## src/rtl/alu_exec_unit.sv

```systemverilog
// Execute-stage ALU: decodes ALUOp/funct, runs single-cycle logic ops in one cycle
// and unsigned multiply/divide as one-bit-per-cycle iterations behind valid/ready.
module alu_exec_unit #(
    parameter int unsigned WIDTH = 32,
    parameter int unsigned CNT_W = $clog2(WIDTH) + 1
) (
    input  logic             clk,
    input  logic             rst_n,
    input  logic             in_valid,
    output logic             in_ready,
    input  logic [2:0]       alu_op,
    input  logic [5:0]       funct,
    input  logic [WIDTH-1:0] a,
    input  logic [WIDTH-1:0] b,
    output logic             out_valid,
    input  logic             out_ready,
    output logic [WIDTH-1:0] result,
    output logic [WIDTH-1:0] result_hi,
    output logic             zero,
    output logic             div_by_zero,
    output logic             illegal,
    output logic             busy
);

    typedef enum logic [3:0] {
        C_AND, C_OR, C_ADD, C_SUB, C_XOR, C_NOR, C_SLT, C_MULU, C_DIVU
    } alu_code_e;

    typedef enum logic [1:0] {
        S_IDLE, S_MUL, S_DIV
    } state_e;

    state_e          r_state;
    logic [CNT_W-1:0] r_cnt;
    logic [WIDTH-1:0] r_op;
    logic [WIDTH-1:0] r_hi;
    logic [WIDTH-1:0] r_lo;
    logic [WIDTH-1:0] r_result;
    logic [WIDTH-1:0] r_result_hi;
    logic             r_zero;
    logic             r_div_by_zero;
    logic             r_illegal;
    logic             r_out_valid;
    logic             r_busy;

    alu_code_e        w_code;
    logic             w_illegal;
    logic [WIDTH-1:0] w_res;
    logic             w_in_ready;
    logic             w_accept;
    logic             w_last;
    logic [WIDTH:0]   w_mul_sum;
    logic [WIDTH-1:0] w_mul_hi;
    logic [WIDTH-1:0] w_mul_lo;
    logic [WIDTH:0]   w_div_sh;
    logic [WIDTH:0]   w_div_diff;
    logic             w_div_ok;
    logic [WIDTH-1:0] w_div_hi;
    logic [WIDTH-1:0] w_div_lo;

    assign w_in_ready = rst_n & (r_state == S_IDLE) & (~r_out_valid | out_ready);
    assign w_accept   = in_valid & w_in_ready;
    assign w_last     = (r_cnt == CNT_W'(WIDTH - 1));

    assign in_ready    = w_in_ready;
    assign out_valid   = r_out_valid;
    assign result      = r_result;
    assign result_hi   = r_result_hi;
    assign zero        = r_zero;
    assign div_by_zero = r_div_by_zero;
    assign illegal     = r_illegal;
    assign busy        = r_busy;

    // Opcode decode; unknown funct falls back to ADD and raises illegal
    always_comb begin
        w_code    = C_ADD;
        w_illegal = 1'b0;
        if (alu_op != 3'b111) begin
            case (alu_op)
                3'd0:    w_code = C_AND;
                3'd1:    w_code = C_OR;
                3'd2:    w_code = C_ADD;
                3'd3:    w_code = C_SUB;
                3'd4:    w_code = C_XOR;
                3'd5:    w_code = C_NOR;
                3'd6:    w_code = C_SLT;
                default: w_code = C_ADD;
            endcase
        end else begin
            case (funct)
                6'd0:    w_code = C_AND;
                6'd1:    w_code = C_OR;
                6'd2:    w_code = C_ADD;
                6'd3:    w_code = C_SUB;
                6'd4:    w_code = C_XOR;
                6'd5:    w_code = C_NOR;
                6'd6:    w_code = C_SLT;
                6'd8:    w_code = C_MULU;
                6'd9:    w_code = C_DIVU;
                default: w_illegal = 1'b1;
            endcase
        end
    end

    always_comb begin
        w_res = a + b;
        case (w_code)
            C_AND:   w_res = a & b;
            C_OR:    w_res = a | b;
            C_SUB:   w_res = a - b;
            C_XOR:   w_res = a ^ b;
            C_NOR:   w_res = ~(a | b);
            C_SLT:   w_res = {{(WIDTH-1){1'b0}}, ($signed(a) < $signed(b))};
            default: w_res = a + b;
        endcase
    end

    // Shift-add step: {hi,lo} holds partial product above the remaining multiplier bits
    always_comb begin
        w_mul_sum = r_lo[0] ? ({1'b0, r_hi} + {1'b0, r_op}) : {1'b0, r_hi};
        w_mul_hi  = w_mul_sum[WIDTH:1];
        w_mul_lo  = {w_mul_sum[0], r_lo[WIDTH-1:1]};
    end

    // Restoring step: hi is the partial remainder, lo shifts dividend out and quotient in
    always_comb begin
        w_div_sh   = {r_hi, r_lo[WIDTH-1]};
        w_div_diff = w_div_sh - {1'b0, r_op};
        w_div_ok   = ~w_div_diff[WIDTH];
        w_div_hi   = w_div_ok ? w_div_diff[WIDTH-1:0] : w_div_sh[WIDTH-1:0];
        w_div_lo   = {r_lo[WIDTH-2:0], w_div_ok};
    end

    always_ff @(posedge clk) begin
        if (!rst_n) begin
            r_state       <= S_IDLE;
            r_cnt         <= '0;
            r_op          <= '0;
            r_hi          <= '0;
            r_lo          <= '0;
            r_result      <= '0;
            r_result_hi   <= '0;
            r_zero        <= 1'b0;
            r_div_by_zero <= 1'b0;
            r_illegal     <= 1'b0;
            r_out_valid   <= 1'b0;
            r_busy        <= 1'b0;
        end else begin
            if (r_out_valid && out_ready) begin
                r_out_valid <= 1'b0;
            end
            case (r_state)
                S_IDLE: begin
                    if (w_accept) begin
                        if (w_code == C_MULU) begin
                            r_op    <= b;
                            r_lo    <= a;
                            r_hi    <= '0;
                            r_cnt   <= '0;
                            r_busy  <= 1'b1;
                            r_state <= S_MUL;
                        end else if (w_code == C_DIVU && b != '0) begin
                            r_op    <= b;
                            r_lo    <= a;
                            r_hi    <= '0;
                            r_cnt   <= '0;
                            r_busy  <= 1'b1;
                            r_state <= S_DIV;
                        end else if (w_code == C_DIVU) begin
                            r_result      <= '1;
                            r_result_hi   <= a;
                            r_zero        <= 1'b0;
                            r_div_by_zero <= 1'b1;
                            r_illegal     <= 1'b0;
                            r_out_valid   <= 1'b1;
                        end else begin
                            r_result      <= w_res;
                            r_result_hi   <= '0;
                            r_zero        <= (w_res == '0);
                            r_div_by_zero <= 1'b0;
                            r_illegal     <= w_illegal;
                            r_out_valid   <= 1'b1;
                        end
                    end
                end
                S_MUL: begin
                    r_hi  <= w_mul_hi;
                    r_lo  <= w_mul_lo;
                    r_cnt <= r_cnt + CNT_W'(1);
                    if (w_last) begin
                        r_result      <= w_mul_lo;
                        r_result_hi   <= w_mul_hi;
                        r_zero        <= (w_mul_lo == '0);
                        r_div_by_zero <= 1'b0;
                        r_illegal     <= 1'b0;
                        r_out_valid   <= 1'b1;
                        r_busy        <= 1'b0;
                        r_state       <= S_IDLE;
                    end
                end
                S_DIV: begin
                    r_hi  <= w_div_hi;
                    r_lo  <= w_div_lo;
                    r_cnt <= r_cnt + CNT_W'(1);
                    if (w_last) begin
                        r_result      <= w_div_lo;
                        r_result_hi   <= w_div_hi;
                        r_zero        <= (w_div_lo == '0);
                        r_div_by_zero <= 1'b0;
                        r_illegal     <= 1'b0;
                        r_out_valid   <= 1'b1;
                        r_busy        <= 1'b0;
                        r_state       <= S_IDLE;
                    end
                end
                default: r_state <= S_IDLE;
            endcase
        end
    end

endmodule

```

## config.mk

```make
export PLATFORM = sky130hd
export DESIGN_NAME = alu_exec_unit
export DESIGN_NICKNAME = d
export VERILOG_FILES = /design/src/rtl/alu_exec_unit.sv
export SDC_FILE = /design/constraint.sdc
export NUM_CORES = 1
export LEC_CHECK = 0
export ABC_AREA = 1
export BUFFER_PORTS_ARGS = -buffer_cell sky130_fd_sc_hd__buf_2
export CORE_MARGIN = 5
export CORE_UTILIZATION = 45
export CTS_CLUSTER_SIZE = 20
export DETAILED_ROUTE_END_ITERATION = 6
export HOLD_SLACK_MARGIN = 0.08
export PLACE_DENSITY = 0.73
export SETUP_SLACK_MARGIN = 0.5
export SYNTH_ARGS = -nofsm -noshare
export SYNTH_HDL_FRONTEND = slang
export SYNTH_SLANG_ARGS = --single-unit
```

## constraint.sdc

```tcl
create_clock -name clk -period 3.7 [get_ports clk]
set_input_delay 0.555 -clock clk [delete_from_list [all_inputs] [get_ports clk]]
set_output_delay 0.555 -clock clk [all_outputs]
set_load 0.005 [all_outputs]
```

### Word-level counts from Yosys, hierarchy flattened

Cells that the tools add are included.

| cells by class | value |
|---|---|
| order comparisons | 1 |
| add/sub/neg operators | 5 |
| shift operators | 0 |
| multiply operators | 0 |
| multiplexer cells | 69 |
| eq/ne operators | 31 |
| bitwise operators | 10 |
| reductions and logical operators | 22 |
| divide/modulo/power cells | 0 |

Operators with widths:

| cell | count |
|---|---|
| $mux 32 | 21 |
| $pmux 32 s3 | 4 |
| $pmux 32 s6 | 1 |
| $logic_not 32->1 | 3 |
| $add 32x32->33 | 1 |
| $mux 33 | 1 |
| $sub 33x32->33 | 1 |
| $add 32x32->32 | 1 |
| $and 32x32->32 | 1 |
| $lt 32x32->1 | 1 |
| $not 32->32 | 1 |
| $or 32x32->32 | 1 |
| $pmux 4 s8 | 1 |
| $reduce_bool 32->1 | 1 |
| $sub 32x32->32 | 1 |
| $xor 32x32->32 | 1 |
| $mux 1 | 25 |
| $eq 6x3->1 const B | 3 |
| $mux 6 | 3 |
| $pmux 3 s6 | 1 |
| $eq 4x3->1 const B | 4 |
| $eq 6x2->1 const B | 2 |
| $eq 6x4->1 const B | 2 |
| $pmux 6 s2 | 1 |
| 36 further kinds | 56 |

| storage, ports and cells | value |
|---|---|
| logic and storage cells | 150 |
| latch bits | 0 |
| register bits after elaboration | 173 |
| memories kept | 0 |
| bits in writable memories | 0 |
| output and inout bits | 70 |
| bits in read-only memories | 0 |

### Depth between registers and ports, before layout

Gate-level depths: netlist (run 1).

| depth | value |
|---|---|
| word-level depth | 11 |
| gate-level depth with buffers | 24 |

### Least setup slack after synthesis (run 1)

OpenSTA, ideal clock, no wires.

| timing | value |
|---|---|
| path kind | in2reg |
| start | input a[0] |
| end | register r_zero, in the netlist zero |
| library setup time | 0.070 ns |
| stages | 22 |
| path slack | 1.118 ns |
| arrival time | 2.512 ns |
| data required time | 3.630 ns |
| cell sequence | inv_1 > ha_1 > fa_1 > inv_1 > nand2_1 > nand3_1 > nand2_1 > nand2_1 > nand2_1 > nand2_1 > nand2_1 > nand2_1 > nand2_1 > nand3_1 > nand2_1 > nor2_2 > nand2_1 > nor2_1 > nand3_1 > nor2_1 > nand2_1 > a21oi_1 |

| between the ends | value |
|---|---|
| cells in the longest elaborated chain, start to end | 9 |

Ends and longest elaborated chain:

| element | RTL line | text |
|---|---|---|
| from (decl) | 13 | `input logic [WIDTH-1:0] a,` |
| parallel branches: the longest is 2 deep, another holds $add 32x32->32 | -- |  |
| $pmux 32 s6 * | 107 | `case (w_code)` |
| $logic_not 32->1 * | 179 | `r_zero <= (w_res == '0);` |
| $mux 1 * | 169 | `end else if (w_code == C_DIVU) begin` |
| $mux 1 * | 162 | `end else if (w_code == C_DIVU && b != '0) begin` |
| $mux 1 * | 155 | `if (w_code == C_MULU) begin` |
| $mux 1 * | 154 | `if (w_accept) begin` |
| $pmux 1 s3 * | 152 | `case (r_state)` |
| to (signal assigned) | 179 |  |
| to (signal assigned) | 193 | `r_zero <= (w_mul_lo == '0);` |
| to (signal assigned) | 208 | `r_zero <= (w_div_lo == '0);` |
| to (decl) | 40 | `logic r_zero;` |

Every way passes the cells marked *. The select of a mux whose other input is x is not followed.
A chain may end at the register's enable or synchronous reset.

### Final worst setup path (run 1)

| timing | value |
|---|---|
| start | input b[11] |
| end | register r_zero, in the netlist zero |

| between the ends | value |
|---|---|
| cells in the longest elaborated chain, start to end | 9 |

Ends and longest elaborated chain:

| element | RTL line | text |
|---|---|---|
| from (decl) | 14 | `input logic [WIDTH-1:0] b,` |
| parallel branches: the longest is 9 deep, another holds $add 32x32->32 | -- |  |

Several ways; the timed one is not identified. The select of a mux whose other input is x is not followed.

==> results of run 1 <==
## Yosys cell counts, types with 11 or more instances
master	number	share of area (%)
nand2_1	743	15
dfxtp_1	173	19
o21ai_0	277	7.6
o21ai_1	33	0.90
a21o_1	14	0.57
a21oi_1	262	7.1
inv_2	11	0.23
a31oi_1	105	3.6
ha_1	165	11
nor3_1	35	0.96
nor4_1	14	0.48
clkbuf_1	79	1.6
buf_4	11	0.45
nor2_1	286	5.9
o22ai_1	37	1.3
inv_1	370	7.6
a211oi_1	35	1.4
xor2_1	34	1.6
o211ai_1	34	1.4
nand4_1	31	1.1
nand3_1	159	4.3
buf_2	41	1.1
xnor2_1	20	0.96
o21bai_1	13	0.53
## state kept, by name (all words and copies together) (netlist names)
name / flops
r_hi: 32
r_lo: 32
r_op: 32
result: 32
result_hi: 32
r_cnt: 6
r_state: 2
busy: 1
div_by_zero: 1
illegal: 1
out_valid: 1
zero: 1
## routing by layer
| layer | global-route usage [%] | vias to the layer above |
|---|---|---|
| met3 | 6.11 | 250 |
| met5 | 0 | - |
| met1 | 43.2 | 10073 |
| li1 | - | 10502 |
| met2 | 52.3 | 1212 |
| met4 | 15.1 | 0 |
## where the power goes
group          internal [mW]  total, mW  switching [mW]
logic                   1.49       4.17            2.68
registers               2.05       2.21           0.160
clock network           1.12       1.96           0.837
## through the flow
step           util, %  instance area [µm²]  hold slack (ns)  power, mW
6_report          50.9                20600            0.430       8.34
5_1_grt           50.9                20600            0.423       8.78
4_1_cts           50.7                20600            0.409       8.18
3_5_place_dp      49.0                19900            0.467       6.05
3_3_place_gp      49.0                19900            0.463       6.08
2_1_floorplan        -                18300            0.455       4.68
## cell families after synthesis
kind of cell	Yosys count	share of synthesized area, %
simple gates	1305	29.7
flops	173	18.9
fa+ha+maj	169	11.7
compound gates	839	25.7
xor+xnor	55	2.67
buf+inv	521	11.4
## worst max-delay path: cells and delay by family
| family | cells | cell delay (ns) |
|---|---|---|
| and+or+nand+nor | 14 | 2.05 |
| adders and majority gates | 1 | 0.45 |
| buffers and inverters | 4 | 0.42 |
| AOI/OAI and AO/OA | 1 | 0.12 |
## repair_timing
item / 4_1_cts / 5_1_grt
setup endpoints to repair: 14 / 66
pin swaps: 0 / 1
resized for setup: 0 / 20
buffers inserted: 4 / 1
gates cloned: 1 / 0
## layout make-up
| class | instances | area (µm²) | area share [%] |
|---|---|---|---|
| clock buffers | 20 | 467 | 2.26 |
| clock inverters | 12 | 159 | 0.770 |
| inverters | 383 | 1440 | 6.99 |
| multi-input cells | 2368 | 12900 | 62.4 |
| flip-flops and latches | 173 | 3460 | 16.8 |
| well taps | 532 | 666 | 3.22 |
| repair buffers | 243 | 1560 | 7.56 |
## worst max-delay path by stage
stage | to | slack (ns) | cells past startpoint
after CTS | r_hi[26] | 0.47 | 18
after detailed placement | zero | 0.04 | 23
after global routing | zero | 0.35 | 23
final | zero | 0.48 | 20
after floorplan | zero | 1.12 | 22
after global placement | zero | 0.01 | 23
==> results.json, run 1 <==
{
  "hp-class": "input port to flop",
  "r2r-start": "r_op[10]",
  "die-area_mm2": 0.0449,
  "clkSlewWorstSetupHoldPaths_ns": 0.07,
  "synth-edff-count": 0,
  "holdBufCountCts": 0,
  "slew_headroom_pct": 35.1,
  "synth_area_mm2": 0.0183,
  "wl_met3_mm": 7.56,
  "cts_inserted_buffers": 17,
  "std_cell_rows": 74,
  "hpwl_mm": 60.8,
  "regToRegSetupSlack_ns": 0.63,
  "critPathSlowestCell": "ha_1",
  "nets": 3432,
  "ant_nets": 0,
  "die_height_um": 212,
  "fin_crit_ns": 3.22,
  "setup_ws_ns": 0.484,
  "drive_gt1_share_pct": 10.5,
  "synth_ff_type": "dfxtp_1",
  "startpoint": "b[11]",
  "peakVddDrop_mv": 0.273,
  "wl_met1_mm": 31.5,
  "nFillCells": 4256,
  "cp_cell_sequence": "buf_2 -> inv_1 -> ha_1 -> nor2_1 -> inv_1 -> nor2_1 -> inv_1 -> nor3_1 -> nand3_1 -> nand3_1 -> nand2_1 -> nand3_1 -> nand2_1 -> nor2_1 -> nand2_1 -> nor2_1 -> nand3_1 -> nor2_1 -> nand2_1 -> a21oi_1",
  "cpMostUsedCell": "nor2_1",
  "area_delta_synth_final_pct": 12.6,
  "crit_type": "input port to flop",
  "skew_ns": 0.0115,
  "grt_first_pass_wirelength_mm": 116,
  "grt_max_degree": 73,
  "wire_per_inst_um": 20.6,
  "via_per_inst": 5.91,
  "antennaDiodeCount": 0,
  "crit_required_ns": 4.10,
  "drv_cap": 0,
  "start_util_pct": 45.2,
  "grt_use_total_pct": 32.8,
  "finalNonFillerCells": 3731,
  "hp-start": "a[25]",
  "layout_commonest_cell": "nand2_1",
  "synthCells": 3062,
  "synthArstFlopShare_pct": 0,
  "ys_ff_latch": 173,
  "port_buffers": 146,
  "hold-path-endpoint": "r_lo[25]",
  "root_buffer": "clkbuf_16",
  "fmax_ghz": 0.311,
  "ys_types": 54,
  "place_inst": 3693,
  "cts_max_level": 4,
  "worst_r2r_path_depth": 16,
  "outcome": "complete, no violations",
  "clock-sinks": 173,
  "drc": 0,
  "ioPinCount": 147,
  "place_congestion": 1.08,
  "routed_wl_mm": 76.8,
  "yosysSeqAreaShare_pct": 18.9,
  "endpoint_kind": "flop",
  "insertion_delay_ns": 0.47,
  "clockBufferDepth": 2,
  "first_pass_iters": 6,
  "core_region_area_mm2": 0.0406,
  "rsz0062_at_grt": "yes",
  "p_leak_nw": 9.96,
  "synth_area_per_cell_um2": 5.99,
  "synth_nets": 3308,
  "cts_tree": "built",
  "finalSetupViolations": 0,
  "whs_path_depth": 3,
  "drt_iter0_markers": 2497,
  "cpPeakStageDelay_ns": 0.45,
  "start_kind": "input port",
  "r2r_end": "result_hi[24]",
  "worstPathArrival_ns": 3.61,
  "dr_wl_met2_mm": 33.7,
  "hold_viol": 0,
  "mostFrequentLayoutCells": "nand2_1, inv_1, nor2_1",
  "dp_slack_ns": 0.0406,
  "crit_fanout": 8,
  "maxUsedRoutingLayer": "met4",
  "fin_crit_sh_pct": 86.9,
  "antenna_found_initial": 0,
  "gr-total-overflow": 0,
  "grt_pass1_vias": 20476,
  "yosys_warnings": 0,
  "report.final.slew_viol_count": 0,
  "fp.dieW_um": 212,
  "power_density_mw_per_mm2": 404,
  "setup_tns_ns": 0,
  "vias": 22037,
  "worst-slew-pin-transition_ns": 0.971
}
(Power assumes the default switching activity.)
==> run 2, diff against run 1 <==
Settings changed: CORE_UTILIZATION 45 to 50, HOLD_SLACK_MARGIN 0.08 to 0.06, PLACE_DENSITY 0.73 to 0.78.
==> results.json, run 2 (synthesis gave the netlist of run 1 again) <==
{
  "outcome": "complete, no violations",
  "cp_cell_sequence": "buf_2 -> inv_1 -> ha_2 -> fa_2 -> inv_2 -> nand2_1 -> nand3_2 -> nand2_1 -> nand2_1 -> nand2_1 -> nand2_1 -> nand2_1 -> nand2_1 -> nand2_1 -> nand3_1 -> nand2_1 -> nand3_2 -> nand3_2 -> nor2_1 -> nand2_1 -> nor2_4 -> nand2_1 -> a21oi_1",
  "crit_required_ns": 4.07,
  "crit_fanout": 3,
  "fmax_ghz": 0.312,
  "report.final.slew_viol_count": 0,
  "layout_commonest_cell": "nand2_1",
  "critPathSlowestCell": "fa_2",
  "finalSetupViolations": 0,
  "internal_power_mw": 4.63,
  "r2r_end": "r_hi[25]",
  "cpPeakStageDelay_ns": 0.39,
  "hpwl_mm": 65.3,
  "hp-start": "a[28]",
  "routed_wl_mm": 82.0,
  "drive_gt1_share_pct": 12.2,
  "mostFrequentLayoutCells": "nand2_1, inv_1, nor2_1",
  "antenna_found_initial": 4,
  "insertion_delay_ns": 0.44,
  "area_delta_synth_final_pct": 13.8,
  "grt_pass1_vias": 21265,
  "port_buffers": 146,
  "cts_max_level": 4,
  "die-area_mm2": 0.0406,
  "ant_nets": 0,
  "slew_headroom_pct": 34.1,
  "nets": 3472,
  "whs_path_depth": 3,
  "std_cell_rows": 70,
  "postLayoutCellArea_mm2": 0.0209,
  "cts_tree": "built",
  "ioPinCount": 147,
  "place_congestion": 1.06,
  "core_region_area_mm2": 0.0364,
  "worst-slew-pin-transition_ns": 0.987,
  "fin_crit_ns": 3.21,
  "fp.dieW_um": 202,
  "seqPwrFrac_pct": 26.1,
  "clockBufferDepth": 2,
  "via_per_inst": 6.04,
  "wire_per_inst_um": 22.1,
  "skew_ns": 0.0169,
  "drv_cap": 0,
  "hold-path-endpoint": "r_lo[28]",
  "grt_use_total_pct": 38.0,
  "worst_r2r_path_depth": 19,
  "clock_power_share_pct": 21.0,
  "grt_first_pass_wirelength_mm": 122,
  "cts_inserted_buffers": 17,
  "switching_power_mw": 3.89,
  "hold_viol": 0,
  "cpMostUsedCell": "nand2_1",
  "rsz0062_at_grt": "yes",
  "dp_slack_ns": -0.256,
  "drt_iter0_markers": 2613,
  "r2r-start": "r_lo[31]",
  "root_buffer": "clkbuf_16",
  "clock-sinks": 173,
  "start_kind": "input port",
  "clkSlewWorstSetupHoldPaths_ns": 0.07,
  "worstPathArrival_ns": 3.58,
  "placed_cell_area_mm2": 0.0200,
  "fin_crit_sh_pct": 86.7,
  "start_util_pct": 50.3,
  "drc": 0,
  "hp-class": "input port to flop",
  "grt_max_degree": 85,
  "first_pass_iters": 7,
  "gr-total-overflow": 0,
  "regToRegSetupSlack_ns": 0.58,
  "crit_type": "input port to flop",
  "sw_frac_of_total_pct": 45.7,
  "holdBufCountCts": 0,
  "die_height_um": 202,
  "power_density_mw_per_mm2": 408,
  "endpoint_kind": "flop",
  "p_leak_nw": 10.1,
  "combPwrFrac_pct": 52.9,
  "vias": 22410,
  "setup_ws_ns": 0.491,
  "peakVddDrop_mv": 0.370
}
run 2: how the worst max path moves through the flow:
stage / startpoint / end / cells after the start
floorplan: a[0] / zero / 22
global placement: a[0] / zero / 23
detailed placement: a[0] / zero / 23
CTS: b[0] / zero / 20
global route: b[9] / zero / 19
finish: a[0] / zero / 23
run 2: through the flow:
step,instances,utilization [%],total power [mW],hold slack (ns),TNS (ns)
2_1_floorplan,3062,-,4.68,0.455,0
3_3_place_gp,3665,55.0,6.12,0.498,-0.201
3_5_place_dp,3665,55.0,6.16,0.519,-0.283
4_1_cts,3701,56.9,8.17,0.446,0
5_1_grt,3709,57.3,8.93,0.476,0
6_report,3710,57.3,8.52,0.457,0
run 2: power groups by stage:
stage | combinational [mW] | clock, mW | sequential, mW
finish | 4.51 | 1.79 | 2.23
global route | 4.83 | 1.86 | 2.23
CTS | 4.17 | 1.79 | 2.21
detailed placement | 3.91 | 0 | 2.25
global placement | 3.87 | 0 | 2.25
floorplan | 2.49 | 0 | 2.19
run 2: what timing repair did:
| item | 4_1_cts | 5_1_grt |
|---|---|---|
| buffers inserted | 3 | 5 |
| pin swaps | 1 | 5 |
| resized for setup | 13 | 32 |
| gates cloned | 1 | 1 |
| endpoints found under the setup margin | 49 | 66 |
run 2: area by class of cell:
class                      instances  area [µm²]
multi-input combinational       2368       12900
clock inverter                    11         109
tap                              468         586
timing repair buffer             283        1870
inverter                         383        1440
sequential                       173        3470
clock buffer                      21         470
fill                            3743       15600
antenna                            3        7.51
run 2: critical path, delay by kind of cell:
family	cells	cell delay, ns
AOI/OAI and AO/OA	1	0.11
adders and majority gates	2	0.63
buffers and inverters	3	0.35
and+or+nand+nor	17	1.90
run 2: per-layer routing:
layer | track usage, % | vias up | share of wire (%)
met5 | 0 | - | 0.016
li1 | - | 10597 | -
met4 | 14.3 | 2 | 4.5
met3 | 6.75 | 199 | 10
met1 | 50.2 | 10393 | 41
met2 | 62.0 | 1219 | 45
